### src/rtl/rca8_addsub_pkg.sv
// Shared constants for the ripple-carry adder/subtractor.
package rca8_addsub_pkg;

    localparam int unsigned WIDTH_DEFAULT = 8;

    localparam logic OP_ADD = 1'b0;
    localparam logic OP_SUB = 1'b1;

endpackage : rca8_addsub_pkg

### src/rtl/rca8_addsub_full_adder.sv
// One-bit full-adder cell; the ripple chain is built from these.
module rca8_addsub_full_adder (
    input  logic a,
    input  logic b,
    input  logic cin,
    output logic s,
    output logic cout
);

    logic p;

    assign p    = a ^ b;
    assign s    = p ^ cin;
    assign cout = (a & b) | (cin & p);

endmodule : rca8_addsub_full_adder

### src/rtl/rca8_addsub.sv
// Ripple-carry adder/subtractor with a registered result, carry and signed-overflow stage.
module rca8_addsub
    import rca8_addsub_pkg::*;
#(
    parameter int unsigned WIDTH = WIDTH_DEFAULT
) (
    input  logic             clk,
    input  logic             rst_n,
    input  logic             in_valid,
    input  logic [WIDTH-1:0] a,
    input  logic [WIDTH-1:0] b,
    input  logic             sub,
    output logic [WIDTH-1:0] z,
    output logic             cout,
    output logic             overflow,
    output logic             out_valid
);

    logic [WIDTH-1:0] b_eff;
    logic [WIDTH-1:0] s;
    logic [WIDTH:0]   c;

    // Subtraction is a + ~b + 1: invert b and inject the +1 as carry-in.
    assign b_eff = (sub == OP_ADD) ? b : ~b;
    assign c[0]  = (sub == OP_SUB);

    for (genvar i = 0; i < WIDTH; i++) begin : g_chain
        rca8_addsub_full_adder u_fa (
            .a    (a[i]),
            .b    (b_eff[i]),
            .cin  (c[i]),
            .s    (s[i]),
            .cout (c[i+1])
        );
    end

    // Result/flags load only on valid cycles so idle operands never reach the outputs.
    always_ff @(posedge clk or negedge rst_n) begin
        if (!rst_n) begin
            z         <= '0;
            cout      <= 1'b0;
            overflow  <= 1'b0;
            out_valid <= 1'b0;
        end else begin
            out_valid <= in_valid;
            if (in_valid) begin
                z        <= s;
                cout     <= c[WIDTH];
                overflow <= c[WIDTH] ^ c[WIDTH-1];
            end
        end
    end

endmodule : rca8_addsub

### config.mk
export PLATFORM = sky130hd
export DESIGN_NAME = rca8_addsub
export DESIGN_NICKNAME = d
export VERILOG_FILES = /design/src/rtl/rca8_addsub_pkg.sv /design/src/rtl/rca8_addsub_full_adder.sv /design/src/rtl/rca8_addsub.sv
export SDC_FILE = /design/constraint.sdc
export NUM_CORES = 1
export LEC_CHECK = 0
export BUFFER_PORTS_ARGS = -buffer_cell sky130_fd_sc_hd__buf_2
export CAP_MARGIN = 40
export CORE_UTILIZATION = 44
export CTS_CLUSTER_DIAMETER = 30
export DETAILED_ROUTE_END_ITERATION = 10
export PLACE_DENSITY = 0.86
export SLEW_MARGIN = 15
export SYNTH_ARGS = -nofsm -noshare
export SYNTH_HDL_FRONTEND = slang
export SYNTH_HIERARCHICAL = 1
export SYNTH_SLANG_ARGS = --single-unit
export TNS_END_PERCENT = 50
### constraint.sdc
create_clock -name clk -period 0.9 [get_ports clk]
set_input_delay 0.18 -clock clk [delete_from_list [all_inputs] [get_ports clk]]
set_output_delay 0.18 -clock clk [all_outputs]
set_load 0.02 [all_outputs]
; ---- Word level (Yosys, flattened, before mapping)
; Index checks and enable logic that the tools add are counted.
[op_classes]
mux = 1
bitwise = 42
[op_table]
columns = cell, n
row1 = XOR 1 bit, 17
row2 = bitwise AND 1 bit, 16
row3 = two-way mux 8 bit, 1
row4 = inverter 8 bit, 1
row5 = OR 1 bit, 8
[totals]
register_bits = 11
out_inout_bits = 11
word_cells = 47
input_bits = 20

; ---- Logic depth before layout (Yosys ltp)
[logic_depth]
ltp_word = 20
ltp_mapped = 12
ltp_nobuf = 11

; ---- By module
; The synthesis kept the hierarchy.
[modules_own_cells]
columns = mod, seq_area_each_um2, cells_each, area_per_inst_um2, instances
row1 = rca8_addsub, 275.3, 33, 513.0, 1
row2 = rca8_addsub_full_adder, 0.0, 1, 20.0, 8

; ---- Worst setup path before layout
; OpenSTA, ideal clock, no wires.
[synth_timing]
path_kind = input-to-reg
startpoint = input sub
endpoint = register z[7]
path_slack_ns = -3.126
stages = 11
required_ns = 0.775
t_arrival_ns = 3.902
setup_ns = 0.125
path_buffers = 1
cell_sequence = buf_4 -> xor2_1 -> fa_1 -> fa_1 -> fa_1 -> fa_1 -> fa_1 -> fa_1 -> fa_1 -> fa_1 -> mux2_2
[synth_between]
elab_chain_len = 17
[synth_lines]
columns = element, line
row1 = from (decl), rca8_addsub.sv:12  ; input logic sub,
row2 = two-way mux 8 bit *, rca8_addsub.sv:24  ; assign b_eff = (sub == OP_ADD) ? b : ~b;
row3 = named net b_eff[0], rca8_addsub.sv:19  ; logic [WIDTH-1:0] b_eff;
row4 = XOR 1 bit, rca8_addsub_full_adder.sv:12  ; assign p = a ^ b;
row5 = bitwise AND 1 bit, rca8_addsub_full_adder.sv:14  ; assign cout = (a & b) | (cin & p);
row6 = OR 1 bit *, rca8_addsub_full_adder.sv:14
row7 = named net c[1], rca8_addsub.sv:21  ; logic [WIDTH:0] c;
row8 = bitwise AND 1 bit *, rca8_addsub_full_adder.sv:14
row9 = OR 1 bit *, rca8_addsub_full_adder.sv:14
row10 = named net c[2], rca8_addsub.sv:21
row11 = (+2 left out), n/a
row12 = named net c[3], rca8_addsub.sv:21
row13 = (+2 left out), n/a
row14 = named net c[4], rca8_addsub.sv:21
row15 = (+2 left out), n/a
row16 = named net c[5], rca8_addsub.sv:21
row17 = bitwise AND 1 bit *, rca8_addsub_full_adder.sv:14
row18 = OR 1 bit *, rca8_addsub_full_adder.sv:14
row19 = named net c[6], rca8_addsub.sv:21
row20 = bitwise AND 1 bit *, rca8_addsub_full_adder.sv:14
row21 = OR 1 bit *, rca8_addsub_full_adder.sv:14
row22 = named net c[7], rca8_addsub.sv:21
row23 = XOR 1 bit *, rca8_addsub_full_adder.sv:13  ; assign s = p ^ cin;
row24 = named net s[7], rca8_addsub.sv:20  ; logic [WIDTH-1:0] s;
row25 = to (signal assigned), rca8_addsub.sv:47  ; z <= s;
row26 = to (decl), rca8_addsub.sv:13  ; output logic [WIDTH-1:0] z,
; The timed path passes the listed nets; every way through them passes the cells marked *.
; A chain may end at the register's enable or synchronous reset.

; ---- Worst setup path in the final report
; Same ends and word-level chain as after synthesis.

==> results.json <==
{
  "run_status": "finished with violations",
  "violations": "setup timing",
  "setup.worst_path.class": "in2reg",
  "synth_top_area_share_pct": 40.9,
  "clockPowerShare_pct": 16.6,
  "io_pins": 31,
  "cts.reportedPaths.clkPinSlew_ps": 60,
  "remaining_drc_errors": 0,
  "syn-cell-area_sq_um": 673,
  "internal-power_mw": 1.26,
  "layout_setup_ws_ps": -2570,
  "drt-pass1-iter-count": 2,
  "power.share.switching_pct": 34.0,
  "whs_ps": 96.5,
  "fmaxAchievable_mhz": 289,
  "vias_after_detailed_routing": 433,
  "max_cap_viol_count": 0,
  "worst_setup_path_start_kind": "input pin",
  "core-area_sq_um": 1370,
  "ant_nets": 0,
  "cp.buffers_inverters": 1,
  "switching_power_mw": 0.652,
  "num-fill-cells": 104,
  "n_antenna_cell": 0,
  "synth_largest_area_cell": "dfrtp_1",
  "clock_tree_from_tritoncts": "done",
  "worst_pin_slew_ps": 238,
  "sequential_cell_area_sq_um": 275,
  "gr-total-overflow": 0,
  "routed_wirelength_mm": 1.19,
  "clock_sink_count": 11,
  "syn_avg_cell_area_sq_um": 16.4,
  "pwr-share-seq_pct": 37.3,
  "dr.first_iter.drc_count": 1,
  "crit_path_top_delay_cell": "fa_2",
  "pwr_density_cell_nw_per_um2": 2010,
  "cts.htree.levels": 1,
  "critPathTopFamily": "adder cells",
  "timing.slew.headroom_pct": 84.1,
  "setup_tns_ps": -16360,
  "vias_per_cell": 4.71,
  "finalHoldViolCount": 0,
  "use_met3_pct": 1.63,
  "insertion_delay_ps": 260,
  "hold_path_class": "in2reg",
  "final_nets": 106,
  "power.ir.vdd_worst_mv": 0.932,
  "grt.busiest_layer": "met2",
  "mappedNetlistNets": 69,
  "portBuffers": 30,
  "multi_input_area_sq_um": 418,
  "grtUsageMet1_pct": 21.3,
  "detailedPlacementHpwl_um": 981,
  "dieWidth_um": 41.1,
  "met2_usage_pct": 25.8,
  "grt_pass1_vias": 387,
  "setup-violations-final": 21,
  "worstPathArrival_ps": 3610,
  "cp_common_cell": "fa_2",
  "leak_nw": 0.464,
  "num_rows": 13,
  "timing.clock.skew_ps": 0,
  "gr-usage-all-layers_pct": 16.2,
  "ctsLongestPathBuffers": 2,
  "cts.root.buffer_cell": "clkbuf_4",
  "die_footprint_sq_um": 1690,
  "drv_slew": 0,
  "critical_path.max_stage_delay_ps": 420,
  "die-height_um": 41.1,
  "final_layout_size_suffix_gt1_share_pct": 71.4,
  "wire_length_of_the_first_global_routing_pass_mm": 1.70,
  "synth-seq-cells": 11,
  "initial_utilization_pct": 49.3,
  "rsz_0062_raised_after_global_routing": "yes",
  "detail_route.wl_per_cell_um": 12.9,
  "ys_warn_count": 6,
  "antenna_found_initial": 0,
  "number_of_buffers_created_by_cts": 3,
  "element_type_at_the_critical_path_end": "register",
  "grt_max_degree": 12,
  "final_period_util_pct": 385,
  "synthesis.instances": 41,
  "critPathMaxFanout": 2,
  "place_congestion": 0.730,
  "dp_slack_ps": -2950,
  "synth_area_leaders": "dfrtp_1 (41%), fa_1 (24%), mux2_4 (18%)",
  "synth_sequential_area_ratio_pct": 40.9,
  "areaGrowthSynthToFinish_pct": 42.0,
  "timing.critical_path.cells": "buf_8 -> xor2_2 -> fa_2 -> fa_2 -> fa_2 -> fa_2 -> fa_2 -> fa_2 -> fa_2 -> fa_2 -> mux2_4",
  "layout_min_cycle_time_ps": 3470,
  "worstPathRequired_ps": 1050,
  "post_synth_num_cell_types": 10,
  "total_power_mw": 1.92,
  "share_comb_of_total_power_pct": 46.1
}
==> kinds of logic after synthesis <==
group	after synthesis	synth area share, %
adders and majority gates	8	23.8
buffers and inverters	2	2.79
AOI/OAI and AO/OA	1	0.743
DFF	11	40.9
xor gates and xnor gates	9	11.7
muxes	9	19.5
and+or+nand+nor	1	0.557
==> metrics by stage <==
step | instances | cell area, sq um | util (%)
2_1_floorplan | 41 | 713 | -
3_3_place_gp | 86 | 878 | 64.3
3_5_place_dp | 86 | 878 | 64.3
4_1_cts | 92 | 932 | 68.2
5_1_grt | 92 | 956 | 70.0
6_report | 92 | 956 | 70.0
==> area by class of cell <==
cell class                 instances  area share, %
multi-input combinational         28           43.7
sequential                        11           28.8
timing repair buffer              34           22.8
clock buffer                       4           2.75
tap                               15           1.96
==> metal layers <==
layer	part of all wire (%)	wire length (um)
met1	41	485
met2	56	660
met3	3.4	40
met5	0	0
met4	0	0
==> state kept, by name (all words and copies together), names as in the netlist <==
register,flops
overflow,1
out_valid,1
cout,1
z,8
==> power by group through the flow <==
stage,Combinational (mW),Clock (mW),Sequential (mW)
after floorplan,0.366,0,0.890
after global placement,0.789,0,0.715
after detailed placement,0.836,0,0.722
after CTS,0.861,0.333,0.713
after global routing,0.956,0.356,0.728
final,0.884,0.319,0.714
==> Yosys cell counts <==
library cell / n
buf_6: 1
dfrtp_1: 11
xor2_1: 8
mux2_2: 1
nor2_1: 1
a21oi_1: 1
fa_1: 8
buf_4: 1
mux2_4: 8
xnor2_1: 1
==> final timing paths <==
kind,depth (start not counted),endpoint,start,slack [ps]
max,11,z[7],sub,-2570
min,1,out_valid,in_valid,100
max reg2reg,1,z[2],z[2],120
min reg2reg,1,z[7],z[7],510
max in group asynchronous,2,z[7],rst_n,400
min in group asynchronous,2,z[0],rst_n,300
==> cells in the final DEF, fill, tap and decap left out <==
cell	synthesis	final
buf_2	0	27
dfrtp_1	11	11
mux2_4	8	9
fa_2	0	8
xor2_1	8	7
clkbuf_4	0	3
buf_6	1	2
buf_4	1	2
xor2_2	0	1
xnor2_2	0	1
nor2_1	1	1
a21oi_1	1	1
clkbuf_1	0	1
dlygate4sd3_1	0	1
buf_8	0	1
buf_12	0	1
==> what timing repair did <==
item	CTS	global route
gates resized for setup	2	6
hold buffers	1	0
pin swaps	1	1
endpoints found under the setup margin	21	21
setup buffers	1	0
endpoints found under the hold margin	11	0
Power figures use the tool's default switching activity.
